`src/rtl/clk_div_pkg.sv`:
```
// Shared types and reset-default helpers for the programmable clock divider.
// Module parameters cannot reach into a package, so the defaults are also offered as functions.
package clk_div_pkg;

    typedef enum logic {
        IDLE = 1'b0,
        RUN  = 1'b1
    } chState_e;

    localparam int DEFAULT_MASTER_FREQ = 100000000;
    localparam int DEFAULT_FREQ        = 100;
    localparam int DEFAULT_W           = 20;
    localparam int DEFAULT_PERIOD      = DEFAULT_MASTER_FREQ / DEFAULT_FREQ;
    localparam int DEFAULT_HIGH        = DEFAULT_PERIOD / 2;

    function automatic int chIdxWidth(input int numCh);
        return (numCh > 1) ? $clog2(numCh) : 1;
    endfunction

    function automatic int defaultPeriod(input int masterFreq, input int freq);
        return masterFreq / freq;
    endfunction

    function automatic int defaultHigh(input int masterFreq, input int freq);
        return defaultPeriod(masterFreq, freq) / 2;
    endfunction

endpackage

```
`src/rtl/divider_channel.sv`:
```
// One divider channel: shadow/active period and high time, cycle counter and registered outputs.
// New settings only reach the active pair at a period boundary, so the output never glitches.
module divider_channel
    import clk_div_pkg::*;
#(
    parameter int             W            = 20,
    parameter logic [W-1:0]   RESET_PERIOD = W'(20),
    parameter logic [W-1:0]   RESET_HIGH   = W'(10)
) (
    input  logic         clk_i,
    input  logic         reset_i,
    input  logic         enable_i,
    input  logic         sync_i,
    input  logic         wrEn_i,
    input  logic [W-1:0] wrPeriod_i,
    input  logic [W-1:0] wrHigh_i,
    output logic         outClk_o,
    output logic         tick_o,
    output logic         updPending_o
);

    chState_e     state_q, state_d;
    logic [W-1:0] cnt_q, cnt_d;
    logic [W-1:0] actPeriod_q, actPeriod_d;
    logic [W-1:0] actHigh_q, actHigh_d;
    logic [W-1:0] shPeriod_q, shPeriod_d;
    logic [W-1:0] shHigh_q, shHigh_d;
    logic         outClk_q, outClk_d;
    logic         tick_q, tick_d;
    logic         pend_q, pend_d;
    logic         boundary;
    logic         launchOk;

    always_ff @(posedge clk_i) begin
        if (reset_i) begin
            state_q     <= IDLE;
            cnt_q       <= '0;
            actPeriod_q <= RESET_PERIOD;
            actHigh_q   <= RESET_HIGH;
            shPeriod_q  <= RESET_PERIOD;
            shHigh_q    <= RESET_HIGH;
            outClk_q    <= 1'b0;
            tick_q      <= 1'b0;
            pend_q      <= 1'b0;
        end else begin
            state_q     <= state_d;
            cnt_q       <= cnt_d;
            actPeriod_q <= actPeriod_d;
            actHigh_q   <= actHigh_d;
            shPeriod_q  <= shPeriod_d;
            shHigh_q    <= shHigh_d;
            outClk_q    <= outClk_d;
            tick_q      <= tick_d;
            pend_q      <= pend_d;
        end
    end

    // A write on this edge is visible to a boundary on the same edge; an idle enabled channel retries every edge.
    always_comb begin
        shPeriod_d  = wrEn_i ? wrPeriod_i : shPeriod_q;
        shHigh_d    = wrEn_i ? wrHigh_i : shHigh_q;
        boundary    = enable_i && ((state_q == IDLE) || sync_i || (cnt_q == actPeriod_q - W'(1)));
        launchOk    = (shPeriod_d >= W'(2));
        state_d     = state_q;
        cnt_d       = cnt_q;
        actPeriod_d = actPeriod_q;
        actHigh_d   = actHigh_q;
        if (!enable_i) begin
            state_d = IDLE;
            cnt_d   = '0;
        end else if (boundary) begin
            actPeriod_d = shPeriod_d;
            actHigh_d   = shHigh_d;
            cnt_d       = '0;
            state_d     = launchOk ? RUN : IDLE;
        end else begin
            cnt_d = cnt_q + W'(1);
        end
    end

    always_comb begin
        outClk_d = 1'b0;
        tick_d   = 1'b0;
        pend_d   = pend_q;
        if (!enable_i) begin
            pend_d = pend_q | (wrEn_i && (state_q == RUN));
        end else if (boundary) begin
            pend_d = 1'b0;
            if (launchOk) begin
                tick_d   = 1'b1;
                outClk_d = (shHigh_d != '0);
            end
        end else begin
            pend_d   = pend_q | wrEn_i;
            outClk_d = (cnt_d < actHigh_q);
        end
    end

    assign outClk_o     = outClk_q;
    assign tick_o       = tick_q;
    assign updPending_o = pend_q;

endmodule

```
`src/rtl/programmable_clock_divider.sv`:
```
// Multi-channel programmable clock/tick generator: decodes the config write port per channel
// and fans the global sync strobe out to every divider channel.
module programmable_clock_divider
    import clk_div_pkg::*;
#(
    parameter int MasterFrequency = DEFAULT_MASTER_FREQ,
    parameter int frequency       = DEFAULT_FREQ,
    parameter int bitsNumber      = DEFAULT_W,
    parameter int NUM_CH          = 4
) (
    input  logic                          InputCLK,
    input  logic                          Reset,
    input  logic [NUM_CH-1:0]             Enable,
    input  logic                          SyncAll,
    input  logic                          WrEn,
    input  logic [chIdxWidth(NUM_CH)-1:0] WrCh,
    input  logic [bitsNumber-1:0]         WrPeriod,
    input  logic [bitsNumber-1:0]         WrHigh,
    output logic [NUM_CH-1:0]             OutputCLK,
    output logic [NUM_CH-1:0]             Tick,
    output logic [NUM_CH-1:0]             UpdPending
);

    localparam logic [bitsNumber-1:0] P0 = bitsNumber'(defaultPeriod(MasterFrequency, frequency));
    localparam logic [bitsNumber-1:0] H0 = bitsNumber'(defaultHigh(MasterFrequency, frequency));

    logic [NUM_CH-1:0] chWrEn;

    // Channel indices at or above NUM_CH match no strobe, so such writes vanish.
    always_comb begin
        chWrEn = '0;
        for (int c = 0; c < NUM_CH; c++) begin
            chWrEn[c] = WrEn && (int'(WrCh) == c);
        end
    end

    for (genvar c = 0; c < NUM_CH; c++) begin : gChannel
        divider_channel #(
            .W            (bitsNumber),
            .RESET_PERIOD (P0),
            .RESET_HIGH   (H0)
        ) uChannel (
            .clk_i        (InputCLK),
            .reset_i      (Reset),
            .enable_i     (Enable[c]),
            .sync_i       (SyncAll),
            .wrEn_i       (chWrEn[c]),
            .wrPeriod_i   (WrPeriod),
            .wrHigh_i     (WrHigh),
            .outClk_o     (OutputCLK[c]),
            .tick_o       (Tick[c]),
            .updPending_o (UpdPending[c])
        );
    end

endmodule

```
`config.mk`:
```
export PLATFORM = sky130hd
export DESIGN_NAME = programmable_clock_divider
export DESIGN_NICKNAME = d
export VERILOG_FILES = /design/src/rtl/clk_div_pkg.sv /design/src/rtl/divider_channel.sv /design/src/rtl/programmable_clock_divider.sv
export SDC_FILE = /design/constraint.sdc
export NUM_CORES = 1
export LEC_CHECK = 0
export CAP_MARGIN = 25
export CORE_MARGIN = 5
export CORE_UTILIZATION = 45
export CTS_CLUSTER_SIZE = 30
export DETAILED_ROUTE_END_ITERATION = 6
export PLACE_DENSITY_LB_ADDON = 0.12
export SLEW_MARGIN = 20
export SYNTH_ARGS = -nofsm -noshare
export SYNTH_HDL_FRONTEND = slang
export SYNTH_SLANG_ARGS = --single-unit
```
`constraint.sdc`:
```
create_clock -name InputCLK -period 10.7 [get_ports InputCLK]
set_input_delay 2.14 -clock InputCLK [delete_from_list [all_inputs] [get_ports InputCLK]]
set_output_delay 2.14 -clock InputCLK [all_outputs]
set_load 0.01 [all_outputs]
```
==> results.yml <==
run_status:
  status: "complete, no violations"
global_routing:
  antenna_found_initial: 1
  grt_overflow: 0
  grt_usage: 0.228
  grt_first_pass_wirelength_um: 96500
  grt_max_degree: 115
  grt_pass1_vias: 17200
clock_tree:
  cts.sinks: 416
  cts.clk_slew.worst_paths_ns: 0.06
  cts_resized: 0
  cts_tree: "yes"
  clock_path_buffers: 3
  h-tree-depth: 2
  root_buffer: "clkbuf_16"
  clk_latency_ns: 0.58
  ctsHoldBuffers: 0
  cts_buffers: 46
  cts_setup_buffers: 0
synth:
  synth_ff_type: "dfxtp_1"
  synthCells: 2582
  syn-cell-area_um2: 21500
  synth.distinct_cells: 89
  ys_ff_latch: 416
  synthArstFlopShare: 0
  yosysTopAreaCellShare: 0.388
  ys.warnings.count: 0
  ys_top_cells_by_area: "dfxtp_1 39%, nand2_1 7.2%, ha_1 4.9%, nor2_1 4.7%, a21oi_1 3.4%"
  synth-edff-count: 0
  synth_area_per_cell_um2: 8.32
  synth_nets: 2716
  synth.largest_area_cell: "dfxtp_1"
  synth_seq_area_share: 0.388
worst_setup_path:
  crit_path_end_kind: "register"
  r2r_setup_slack_ns: 5.24
  cp_max_fo: 21
  arrival_ns: 5.96
  cp.required_ns: 11.20
  worstSetupStartpointType: "register"
  path_class: "reg -> reg"
detailed_routing:
  final_antenna_net_count: 0
  drtIter0Drc: 1226
  vias: 18000
  routed_wl_um: 61900
  routed_via_density: 5.62
  firstDrtPassIters: 5
  drc_errors: 0
  post_drt_wl_per_cell_um: 19.4
sta:
  fmax_ghz: 0.183
  finClkSkew_ns: 0.0131
  final-hold-violation-count: 0
  grt_setup_unrepaired: "no"
  report.final.setup_viol: 0
  max_slew_margin: 0.300
  max_slew.worst_pin.slew_ns: 1.04
  drv_slew: 0
  tns_ns: 0
  period_share: 0.510
  min_period_ns: 5.46
cells_and_area:
  antenna_cells: 0
  syn_to_final_growth_pct: 11.1
  drive_gt1_frac: 0.0848
  num-nets-final: 2679
  num-fill-cells: 4606
place:
  post-dp-hpwl_um: 44800
  gp_congestion: 0.862
  port_buffers: 61
power_and_ir_drop:
  p_per_area_nw_per_um2: 150
  finalPower_mw: 3.59
  ir_drop_uv: 97.2
  p_leak_nw: 8.92
hold_path:
  worstHoldPathType: "reg -> reg"
die:
  die_area_um2: 52200
  die_w_um: 228
  num_rows: 80
  start_util: 0.453
  fp.dieH_um: 228
  boundaryPins: 62
  core_area_um2: 47400
job:
  maxCapViolCount: 0
per-layer routing:
metal  track usage  vias up  wire length, um
met3        0.0345      120             3450
met1         0.313     8503            28400
li1              -     8874                -
met5             0        -               11
met2         0.366      462            27800
met4        0.0849        2             2260
power by group:
| part | total [mW] | switching (mW) | internal [mW] |
|---|---|---|---|
| logic | 0.305 | 0.190 | 0.115 |
| registers | 1.64 | 0.0394 | 1.60 |
| clock network | 1.64 | 0.653 | 0.991 |
cell families (layout without fill, tap and decap cells):
logic type | count (synthesis) | in the layout | synth area share
multiplexers | 76 | 76 | 0.0466
flip-flops | 416 | 416 | 0.388
adder cells (fa/ha/maj) | 84 | 84 | 0.0489
AND/OR/NAND/NOR | 1162 | 1162 | 0.266
XOR/XNOR | 156 | 156 | 0.0643
buffers and inverters | 284 | 284 | 0.0558
AO/OA/AOI/OAI | 404 | 404 | 0.131
layout by cell type (no fill, tap or decap), types with 10 or more instances in the layout:
cell type        Yosys  final
a211o_1             12     12
a21o_1              17     17
a21oi_1            147    147
a221o_1             26     26
a31oi_1             14     14
a32o_1              12     12
and3_1              20     20
buf_4               14     14
clkbuf_1           112     14
clkbuf_16            0     49
clkdlybuf4s50_1      0     60
dfxtp_1            416    416
ha_1                84     84
inv_1              123    123
mux2_2              22     22
mux2_4              40     40
nand2_1            413    413
nand2b_1            19     19
nand3_1             58     58
nand3b_1            60     60
nand4_1             37     37
nor2_1             269    267
nor2b_1             33     33
nor3_1              75     75
nor4_1              63     63
nor4b_1             10     10
o211ai_1            15     15
o21a_1              16     16
o21ai_0             37     37
o221a_2             14     14
o22ai_1             20     20
or2_2               22     22
or3_1               26     26
xnor2_1             80     80
xor2_1              75     75
registers in the layout, indices dropped and copies added, names as in the netlist:
| register | count |
|---|---|
| gChannel.uChannel.outClk_o | 4 |
| gChannel.uChannel.tick_o | 4 |
| gChannel.uChannel.actHigh_q | 80 |
| gChannel.uChannel.updPending_o | 4 |
| gChannel.uChannel.shHigh_q | 80 |
| gChannel.uChannel.cnt_q | 80 |
| gChannel.uChannel.state_q | 4 |
| gChannel.uChannel.actPeriod_q | 80 |
| gChannel.uChannel.shPeriod_q | 80 |
metrics by stage:
stage | worst slack, ns | instance area [um2] | hold WS, ns | std cells | utilization
3_3_place_gp | 4.82 | 22300 | 0.450 | 3111 | 0.469
6_report | 5.24 | 23900 | 0.467 | 3197 | 0.503
4_1_cts | 5.30 | 23900 | 0.468 | 3197 | 0.503
5_1_grt | 4.83 | 23900 | 0.494 | 3197 | 0.503
2_1_floorplan | 6.05 | 21500 | 0.436 | 2582 | -
3_5_place_dp | 4.77 | 22300 | 0.459 | 3112 | 0.470
cells in the mapped netlist (16+ instances only):
cell type  number
nor2b_1        33
o21ai_0        37
nand4_1        37
nor4_1         63
mux2_2         22
a21oi_1       147
xnor2_1        80
nor3_1         75
and3_1         20
inv_1         123
or3_1          26
buf_2          27
xor2_1         75
nand3_1        58
nand3b_1       60
or2_2          22
nor2_1        269
o22ai_1        20
ha_1           84
clkbuf_1      112
dfxtp_1       416
a221o_1        26
mux2_4         40
o21a_1         16
a21o_1         17
nand2b_1       19
nand2_1       413
worst paths after layout:
path | startpoint | to | cells past startpoint
worst max-delay path | gChannel[3].uChannel.actPeriod_q[0]$_SDFFE_PP0P_ | gChannel[3].uChannel.outClk_o$_SDFF_PP0_ | 19
worst min-delay path | gChannel[1].uChannel.shPeriod_q[0]$_SDFF_PP0_ | gChannel[1].uChannel.shPeriod_q[0]$_SDFF_PP0_ | 2
worst max register to register | gChannel[3].uChannel.actPeriod_q[0]$_SDFFE_PP0P_ | gChannel[3].uChannel.outClk_o$_SDFF_PP0_ | 19
worst min register to register | gChannel[1].uChannel.shPeriod_q[0]$_SDFF_PP0_ | gChannel[1].uChannel.shPeriod_q[0]$_SDFF_PP0_ | 2
final cells by class:
class                           instances  area [um2]  area share
Inverter                              123         462      0.0194
Multi-Input combinational cell       1882       12000       0.503
Clock inverter                         14         184     0.00771
Tap cell                              615         769      0.0323
Timing Repair Buffer                   76         732      0.0307
Clock buffer                           71        1390      0.0582
Sequential cell                       416        8330       0.349
worst max-delay path, cell delays in order, from the launching register on:
cell and delay [ns]:
dfxtp_1 0.36, inv_1 0.10, ha_1 0.32, nor4b_1 0.47, nand4_1 0.33, xnor2_1 0.27, a31o_2 0.19, nand4b_1 0.14
o311ai_2 0.85, or2_2 0.48, nor2_1 0.11, ha_1 0.30, a21o_1 0.18, a21o_1 0.17, a21o_1 0.17, a211oi_1 0.24
o21bai_1 0.09, a221oi_1 0.31, o311ai_0 0.16, mux2i_1 0.15
Power figures use the tool's default switching activity.
